[src/rtl/game_ctrl.sv]
// Two-lane rhythm game controller: IDLE/PLAY/OVER sequencing, hit and miss
// detection against the note shifter, score and lives bookkeeping.
module game_ctrl #(
  parameter int LIVES_INIT  = 3,
  parameter int SONG_CYCLES = 1024,
  parameter int SCORE_W     = 10
) (
  input  logic               CLK,
  input  logic               RST,
  input  logic               START,
  input  logic               BTN1,
  input  logic               BTN2,
  input  logic [15:0]        LINE1,
  input  logic [15:0]        LINE2,
  input  logic [15:0]        PNTS1,
  input  logic [15:0]        PNTS2,
  output logic               SHIFT_RST,
  output logic [SCORE_W-1:0] SCORE,
  output logic [1:0]         LIVES,
  output logic [1:0]         GSTATE,
  output logic               HIT1,
  output logic               HIT2,
  output logic               MISS,
  output logic               WIN
);

  localparam logic [1:0] S_IDLE = 2'b00;
  localparam logic [1:0] S_PLAY = 2'b01;
  localparam logic [1:0] S_OVER = 2'b10;

  localparam int               CNT_W      = (SONG_CYCLES > 1) ? $clog2(SONG_CYCLES) : 1;
  localparam logic [CNT_W-1:0] CNT_LAST   = CNT_W'(SONG_CYCLES - 1);
  localparam logic [SCORE_W-1:0] SCORE_MAX = '1;
  localparam logic [1:0]       LIVES_LOAD = 2'(LIVES_INIT);

  logic [1:0]       state;
  logic [CNT_W-1:0] cnt;
  logic             start_q, btn1_q, btn2_q;
  logic [15:0]      line1_q, line2_q;
  logic             used1, used2;

  logic             playing;
  logic             start_edge, btn1_edge, btn2_edge;
  logic             shift1, shift2;
  logic             used1_eff, used2_eff;
  logic             hit1, hit2, miss1, miss2;
  logic [2:0]       gain1, gain2;
  logic [SCORE_W:0] score_sum;
  logic [SCORE_W-1:0] score_next;
  logic [1:0]       miss_cnt;
  logic [1:0]       lives_next;
  logic             unused_pnts;

  assign playing    = (state == S_PLAY);
  assign start_edge = START & ~start_q;
  assign btn1_edge  = BTN1 & ~btn1_q;
  assign btn2_edge  = BTN2 & ~btn2_q;

  // A note in the hit zone is claimable again as soon as the lane moves.
  assign shift1    = (LINE1 != line1_q);
  assign shift2    = (LINE2 != line2_q);
  assign used1_eff = used1 & ~shift1;
  assign used2_eff = used2 & ~shift2;

  assign hit1  = playing & btn1_edge & LINE1[0] & ~used1_eff;
  assign hit2  = playing & btn2_edge & LINE2[0] & ~used2_eff;
  assign miss1 = playing & shift1 & line1_q[0] & ~used1;
  assign miss2 = playing & shift2 & line2_q[0] & ~used2;

  assign gain1 = hit1 ? (PNTS1[0] ? 3'd3 : 3'd1) : 3'd0;
  assign gain2 = hit2 ? (PNTS2[0] ? 3'd3 : 3'd1) : 3'd0;

  assign score_sum  = {1'b0, SCORE} + (SCORE_W+1)'(gain1) + (SCORE_W+1)'(gain2);
  assign score_next = score_sum[SCORE_W] ? SCORE_MAX : score_sum[SCORE_W-1:0];

  assign miss_cnt   = {1'b0, miss1} + {1'b0, miss2};
  assign lives_next = (LIVES > miss_cnt) ? (LIVES - miss_cnt) : 2'd0;

  assign unused_pnts = ^{PNTS1[15:1], PNTS2[15:1]};

  // Button copies reset high so a button held through reset release is not an edge.
  always_ff @(posedge CLK or negedge RST) begin
    if (!RST) begin
      state     <= S_IDLE;
      cnt       <= '0;
      SCORE     <= '0;
      LIVES     <= LIVES_LOAD;
      WIN       <= 1'b0;
      SHIFT_RST <= 1'b1;
      start_q   <= 1'b1;
      btn1_q    <= 1'b1;
      btn2_q    <= 1'b1;
      line1_q   <= '0;
      line2_q   <= '0;
      used1     <= 1'b0;
      used2     <= 1'b0;
    end else begin
      start_q   <= START;
      btn1_q    <= BTN1;
      btn2_q    <= BTN2;
      line1_q   <= LINE1;
      line2_q   <= LINE2;
      used1     <= hit1 | used1_eff;
      used2     <= hit2 | used2_eff;
      SHIFT_RST <= (state != S_PLAY);

      case (state)
        S_IDLE: begin
          if (start_edge) begin
            state <= S_PLAY;
            SCORE <= '0;
            LIVES <= LIVES_LOAD;
            cnt   <= '0;
            WIN   <= 1'b0;
          end
        end
        S_PLAY: begin
          SCORE <= score_next;
          LIVES <= lives_next;
          if (lives_next == 2'd0) begin
            state <= S_OVER;
            WIN   <= 1'b0;
          end else if (cnt == CNT_LAST) begin
            state <= S_OVER;
            WIN   <= 1'b1;
          end else begin
            cnt <= cnt + CNT_W'(1);
          end
        end
        S_OVER: begin
          if (start_edge) state <= S_IDLE;
        end
        default: state <= S_IDLE;
      endcase
    end
  end

  assign GSTATE = state;
  assign HIT1   = hit1;
  assign HIT2   = hit2;
  assign MISS   = miss1 | miss2;

endmodule

[config.mk]
export PLATFORM = sky130hd
export DESIGN_NAME = game_ctrl
export DESIGN_NICKNAME = d
export VERILOG_FILES = /design/src/rtl/game_ctrl.sv
export SDC_FILE = /design/constraint.sdc
export NUM_CORES = 1
export LEC_CHECK = 0
export CELL_PAD_IN_SITES_DETAIL_PLACEMENT = 1
export CELL_PAD_IN_SITES_GLOBAL_PLACEMENT = 2
export CORE_MARGIN = 3
export CORE_UTILIZATION = 27
export DETAILED_ROUTE_END_ITERATION = 10
export GPL_TIMING_DRIVEN = 0
export PLACE_DENSITY = 0.8
export SYNTH_ARGS = -nofsm -noshare
export SYNTH_HDL_FRONTEND = slang
export SYNTH_SLANG_ARGS = --single-unit
export TNS_END_PERCENT = 100
[constraint.sdc]
create_clock -name CLK -period 3.15 [get_ports CLK]
set_input_delay 0.315 -clock CLK [delete_from_list [all_inputs] [get_ports CLK]]
set_output_delay 0.315 -clock CLK [all_outputs]
set_load 0.05 [all_outputs]
==> impl_metrics.csv, run 1 <==
group,metric,value,unit
detailed_routing,via_count,2336,
timing,fin_crit_sh,102,%
critical_path,crit_end,"cnt[5]$_DFFE_PN0P_",
critical_path,worstPathArrival,3.49,ns
die,ios,88,
layout,areaGrowthSynthToFinish,37.5,%
layout,fin_cells,481,
global_routing,met3_usage,4.37,%
critical_path,r2r-start,"line1_q[1]$_DFF_PN0_",
timing,tightest_slew,0.798,ns
critical_path,critical_path.startpoint_type,"flip-flop",
critical_path,worst_setup_path_end_kind,"flip-flop",
synth,yosysMostFrequentCell,"dfrtp_1",
power,leakagePower,0.00176,uW
timing,hold_violations,0,
global_routing,grt_use_met2,20.2,%
synth,synth_edf_count,0,
layout,fin_nets,420,
layout,fill_cells,1159,
synth,async_reset_ff_share,100,%
clock_tree,cts_root_buf,"clkbuf_8",
synth,avgSynthCellArea,11.4,sq um
critical_path,reg2reg_depth,14,
timing,setup_viol,11,
synth,synth.distinct_cells,48,
placed_design,hpwl,5230,um
placed_design,portBuffers,57,
power,irDropWorstVdd,0.333,mV
status,violations,"negative setup slack",
timing,slew_headroom,46.8,%
critical_path,path_max_fanout,5,
global_routing,gr-total-overflow,0,
detailed_routing,wl_per_cell,15.5,um
clock_tree,cts.hold.buffers_added,0,
synth,synthTopCellsByCount,"dfrtp_1, xor2_1, nand2_1, o21ai_0, a21oi_1",
die,dieArea,0.0123,sq mm
timing,clock_skew,0.0121,ns
timing,rsz0062_at_grt,"yes",
job,drv_cap,0,
synth,synth_ff_type,"dfrtp_1",
die,start_util,28.2,%
synth,syn_area,0.00296,sq mm
clock_tree,ctsLongestPathBuffers,2,
global_routing,grt_pass1_wl,12500,um
timing,setup_slack,-0.0777,ns
clock_tree,cts_buffers,9,
layout,drive_above_1_share,20.0,%
clock_tree,cts_tree,"yes",
synth,synthCells,260,
detailed_routing,viasPerCell,4.86,
synth,syn_nets,340,
detailed_routing,wl,7440,um
detailed_routing,route.detailed.drc,0,
clock_tree,clk_latency,0.35,ns
critical_path,regToRegEndpoint,"cnt[5]$_DFFE_PN0P_",
synth,synthTopCellsByArea,"dfrtp_1, xor2_1, dfstp_2, ha_1, fa_1",
clock_tree,path_clk_slew,0.07,ns
layout,n_antenna_cell,0,
timing,min_period,3.23,ns
global_routing,grt-busiest-layer,"met2",
timing,maxSlewViolCount,0,
power,p_per_area,678,mW/mm^2
detailed_routing,firstDrtPassIters,4,
timing,setup_tns,-0.301,ns
die,core,0.0105,sq mm
clock_tree,cts.sinks,63,
synth,netlist.area_leader.share,48.1,%
global_routing,track_usage,12.6,%
critical_path,cp.required,3.41,ns
global_routing,gr-usage-met1,15.7,%
die,die_w,111,um
detailed_routing,ant_nets,0,
timing,clock.fmax,310,MHz
synth,yosysWarningCount,0,
clock_tree,h-tree-depth,3,
worst_hold_path,hold_path.class,"in2async",
global_routing,grt_pass1_vias,2499,
critical_path,worst-setup-path-type,"reg2reg",
synth,seq_area_frac_synth,53.4,%
placed_design,gp_congestion,0.818,
synth,synth.largest_area_cell,"dfrtp_1",
global_routing,grt_max_degree,64,
critical_path,startpoint,"line1_q[1]$_DFF_PN0_",
die,rows,37,
placed_design,dp_cells,453,
critical_path,r2r_slack,-0.08,ns
die,die-height,111,um
detailed_routing,drt_iter0_drc,67,
status,status,"finished, violations left",
global_routing,antenna_found_initial,0,
synth,synth-seq-cells,63,
[cells in the final DEF, fill, tap and decap left out, types with 3 or more instances in the layout]
master,Yosys,final
dfstp_2,6,6
buf_4,0,12
a21oi_1,15,12
ha_1,7,6
xor2_1,32,32
a21o_1,4,4
nand3_1,7,6
a21oi_2,0,3
nor4_2,0,8
nand4_1,5,5
clkbuf_8,0,11
or3_1,3,3
nor3_1,8,6
and4_1,5,5
inv_1,12,12
nand2_1,17,17
clkdlybuf4s50_1,0,53
nor2_1,5,5
a22o_1,3,3
clkinv_2,0,3
dfrtp_1,57,55
and3_1,6,6
a31oi_1,5,5
o21ai_0,16,15
[where the power goes]
| group | total (uW) | internal, uW | leakage (uW) | switching (uW) |
|---|---|---|---|---|
| clock network | 627 | 304 | 0.0000861 | 324 |
| logic | 1110 | 464 | 0.000895 | 643 |
| registers | 1030 | 931 | 0.000774 | 98.2 |
[layout make-up]
cell class	count	area, sq um	area share, %
Multi-Input combinational cell	180	1410	34.5
Clock inverter	4	22.5	0.552
Sequential cell	63	1590	38.9
Clock buffer	12	145	3.56
Inverter	14	55.1	1.35
Timing Repair Buffer	69	662	16.2
Tap cell	136	170	4.17
Buffer	3	30.0	0.737
[metal layers]
metal | vias up | wire length, um
met5 | - | 0
met3 | 9 | 409
li1 | 1106 | -
met2 | 46 | 3640
met1 | 1175 | 3310
met4 | 0 | 80
[sequential cells by signal, indices dropped and copies added, names as in the netlist]
name       flops
GSTATE         2
LIVES          2
SCORE         10
SHIFT_RST      1
WIN            1
btn1_q         1
btn2_q         1
cnt           10
line1_q       16
line2_q       16
start_q        1
used1          1
used2          1
[stage by stage]
stage | instance area [sq um] | hold slack [ns] | setup slack [ns] | total power, uW | utilization, %
finish | 4080 | 0.0633 | -0.0777 | 2760 | 38.8
global route | 4080 | 0.129 | -0.292 | 2950 | 38.8
CTS | 4030 | 0.0840 | -0.00175 | 2760 | 38.3
detailed placement | 3740 | 0.463 | -0.785 | 2020 | 35.6
global placement | 3740 | 0.504 | -0.693 | 1990 | 35.6
floorplan | 3000 | 0.0194 | 0.00731 | 1670 | -
[worst max-delay path, stage by stage, from the launching register on]
cell and delay (ns):
dfrtp_1 0.39, xor2_1 0.17, nor4_2 0.36, nand4_1 0.23
buf_4 0.19, and4_1 0.20, ha_1 0.19, inv_1 0.10
fa_2 0.48, nand2b_4 0.12, a211oi_4 0.08, a21oi_4 0.23
buf_4 0.17, inv_4 0.04, a31oi_1 0.19
[worst min path at each step]
stage / start / endpoint / slack, ns / cells after the start
finish: RST / line1_q[7]$_DFF_PN0_ / 0.06 / 1
global route: RST / line1_q[7]$_DFF_PN0_ / 0.13 / 1
CTS: RST / line1_q[7]$_DFF_PN0_ / 0.08 / 1
detailed placement: RST / line1_q[7]$_DFF_PN0_ / 0.46 / 1
global placement: cnt[8]$_DFFE_PN0P_ / cnt[8]$_DFFE_PN0P_ / 0.50 / 1
floorplan: RST / GSTATE[0]$_DFFE_PN0P_ / 0.02 / 0
[repair_timing]
| action | CTS | global route |
|---|---|---|
| resized for setup | 14 | 4 |
| pin swaps | 16 | 10 |
| setup buffers | 7 | 5 |
| setup endpoints to repair | 14 | 14 |
[kinds of logic (layout without fill, tap and decap cells)]
family,count (synthesis),in the layout,synth area share (%)
buffers and inverters,17,102,2.53
adder cells (fa/ha/maj),11,11,5.66
AO/OA/AOI/OAI,65,65,15.3
XOR/XNOR,32,32,9.46
AND/OR/NAND/NOR,72,72,13.6
flip-flops,63,63,53.4
(Power assumes the default switching activity.)
==> inputs of run 2 (changes only) <==
==> constraint.sdc (replaced) <==
create_clock -name CLK -period 2.95 [get_ports CLK]
set_input_delay 0.295 -clock CLK [delete_from_list [all_inputs] [get_ports CLK]]
set_output_delay 0.295 -clock CLK [all_outputs]
set_load 0.05 [all_outputs]
==> run 2 against run 1 <==
  * The flow still finishes with violations (negative setup slack)
  * Combinational power increased by 13%
  * Power increased by 11%
  * Sequential power increased by 7%
  * Clock skew increased by 0.0013 ns
  * Sequential share of layout area decreased by 1.5 points
  * Cell count increased by 0.83%
  * Worst setup slack got worse by 0.12 ns
  * Via count increased by 0.39%
  * Non-clock buffer count increased by 4
  * Register-to-register slack got worse by 0.12 ns
  * Critical path depth decreased by 1
  * Utilization increased by 1.5 points
  * Critical path type unchanged
  * Highest routed layer unchanged
==> impl_metrics.csv, run 2 (synthesis gave the netlist of run 1 again) <==
group,metric,value,unit
timing,hold-worst-slack,0.0447,ns
detailed_routing,via_count,2345,
clock_tree,cts_buffers,9,
power,irDropWorstVdd,0.343,mV
worst_hold_path,hold_path.class,"in2async",
global_routing,gr-total-overflow,0,
clock_tree,cts_root_buf,"clkbuf_8",
critical_path,path_max_fanout,10,
clock_tree,cts.sinks,63,
layout,areaGrowthSynthToFinish,42.9,%
critical_path,max_stage_delay,0.51,ns
timing,setup_slack,-0.195,ns
layout,n_antenna_cell,0,
critical_path,crit_chain,"nor2b_4 > inv_2 > clkbuf_8 > nor3_4 > nand2_1 > a21oi_2 > fa_2 > ha_4 > fa_2 > and3_4 > nand3_4 > o21ai_2 > a221o_1",
detailed_routing,route.detailed.drc,0,
clock_tree,path_clk_slew,0.08,ns
placed_design,dp_cells,453,
clock_tree,cts_tree,"yes",
layout,layout_common_cells,"dfrtp_1, clkdlybuf4s50_1, xor2_1",
layout,fin_nets,424,
die,die-height,111,um
die,core,0.0105,sq mm
critical_path,cp_common_cell,"fa_2",
status,violations,"negative setup slack",
critical_path,cp.required,3.17,ns
detailed_routing,wl_per_cell,15.5,um
detailed_routing,ant_nets,0,
global_routing,grt_pass1_vias,2401,
timing,clock_skew,0.0134,ns
timing,tightest_slew,0.802,ns
placed_design,preCtsSetupSlack,-0.830,ns
layout,mostFrequentLayoutCell,"dfrtp_1",
detailed_routing,viasPerCell,4.84,
timing,clock.fmax,318,MHz
detailed_routing,firstDrtPassIters,4,
timing,min_period,3.14,ns
die,rows,37,
timing,hold_violations,0,
timing,fin_crit_sh,107,%
timing,slew_headroom,46.6,%
job,drv_cap,0,
layout,fin_cells,485,
critical_path,worstPathArrival,3.37,ns
placed_design,hpwl,5110,um
layout,top_regs,"line1_q: 16 flops, line2_q: 16 flops",
power,leakagePower,0.00181,uW
critical_path,critical_path.startpoint_type,"flip-flop",
placed_design,gp_congestion,0.810,
global_routing,grt_pass1_wl,12500,um
clock_tree,ctsLongestPathBuffers,2,
global_routing,track_usage,12.6,%
die,die_w,111,um
critical_path,worst-setup-path-type,"reg2reg",
power,finalPower,3060,uW
critical_path,worst_setup_path_end_kind,"flip-flop",
power,p_per_area,722,mW/mm^2
timing,maxSlewViolCount,0,
layout,drive_above_1_share,26.4,%
die,dieArea,0.0123,sq mm
timing,rsz0062_at_grt,"yes",
detailed_routing,drt_iter0_drc,45,
global_routing,antenna_found_initial,0,
status,status,"finished, violations left",
critical_path,crit_slowest_cell,"fa_2",
clock_tree,clk_latency,0.34,ns
timing,setup_viol,16,
die,ios,88,
placed_design,portBuffers,57,
global_routing,grt_max_degree,64,
detailed_routing,wl,7530,um
die,start_util,28.2,%
clock_tree,h-tree-depth,3,
timing,setup_tns,-1.84,ns
==> run 2: cell types whose count changed in the layout (fill, tap and decap cells not counted), moves of 3 or more <==
| cell | previous run | this run |
|---|---|---|
| inv_1 | 12 | 9 |
| and3_4 | 0 | 3 |
| dlygate4sd2_1 | 2 | 5 |
| and3_1 | 6 | 3 |
| inv_2 | 1 | 4 |
| buf_4 | 12 | 16 |
| clkdlybuf4s50_1 | 53 | 48 |
==> run 2: per-layer routing <==
layer,vias up,share of wire (%),GRT usage (%)
li1,1122,-,-
met1,1165,45,16.5
met2,51,49,20.5
met3,7,4.4,3.49
met4,0,0.97,3.69
met5,-,0,0
==> run 2: power by group <==
| part | switching [uW] | leakage, uW | internal [uW] |
|---|---|---|---|
| Clock | 325 | 0.0000904 | 389 |
| Combinational | 716 | 0.000944 | 530 |
| Sequential | 106 | 0.000774 | 994 |
| Total | 1150 | 0.00181 | 1910 |
==> run 2: layout make-up <==
| class | instances | area, sq um |
|---|---|---|
| multi-input combinational | 180 | 1520 |
| clock buffer | 12 | 135 |
| clock inverter | 4 | 47.5 |
| tap | 136 | 170 |
| sequential | 63 | 1590 |
| inverter | 14 | 55.1 |
| buffer | 3 | 30.0 |
| timing repair buffer | 73 | 693 |
| fill | 1144 | 6270 |
==> run 2: path summary, 6_finish.rpt <==
| check | from | endpoint | slack [ns] | depth (start not counted) |
|---|---|---|---|---|
| min in group CLK | LINE2[15] | line2_q[15]$_DFF_PN0_ | 0.13 | 1 |
| worst max-delay path | GSTATE[1]$_DFFE_PN0P_ | SCORE[7]$_DFFE_PN0P_ | -0.19 | 13 |
| worst min register to register | LIVES[0]$_DFFE_PN1P_ | LIVES[0]$_DFFE_PN1P_ | 0.54 | 2 |
| worst min-delay path | RST | SCORE[2]$_DFFE_PN0P_ | 0.04 | 1 |
| max in group asynchronous | RST | GSTATE[0]$_DFFE_PN0P_ | 2.34 | 1 |
| worst max register to register | GSTATE[1]$_DFFE_PN0P_ | SCORE[7]$_DFFE_PN0P_ | -0.19 | 13 |
==> run 2: per-stage QoR <==
stage | utilization, % | instance area (sq um)
floorplan | - | 3000
global placement | 35.6 | 3740
detailed placement | 35.6 | 3740
CTS | 38.9 | 4090
global route | 40.3 | 4240
finish | 40.3 | 4240
==> run 2: worst max-delay path: cells and delay by family, from the launching register on <==
family,cells,cell delay [ns]
simple gates,5,0.71
compound gates,3,0.54
buf+inv,2,0.28
fa+ha+maj,3,1.08
flops,1,0.43
==> run 2: timing repair <==
action / in CTS / in global routing
hold buffers: 0 / 0
setup endpoints to repair: 20 / 24
buffers inserted: 9 / 8
resized for setup: 24 / 25
pin swaps: 14 / 21
cloned: 0 / 0
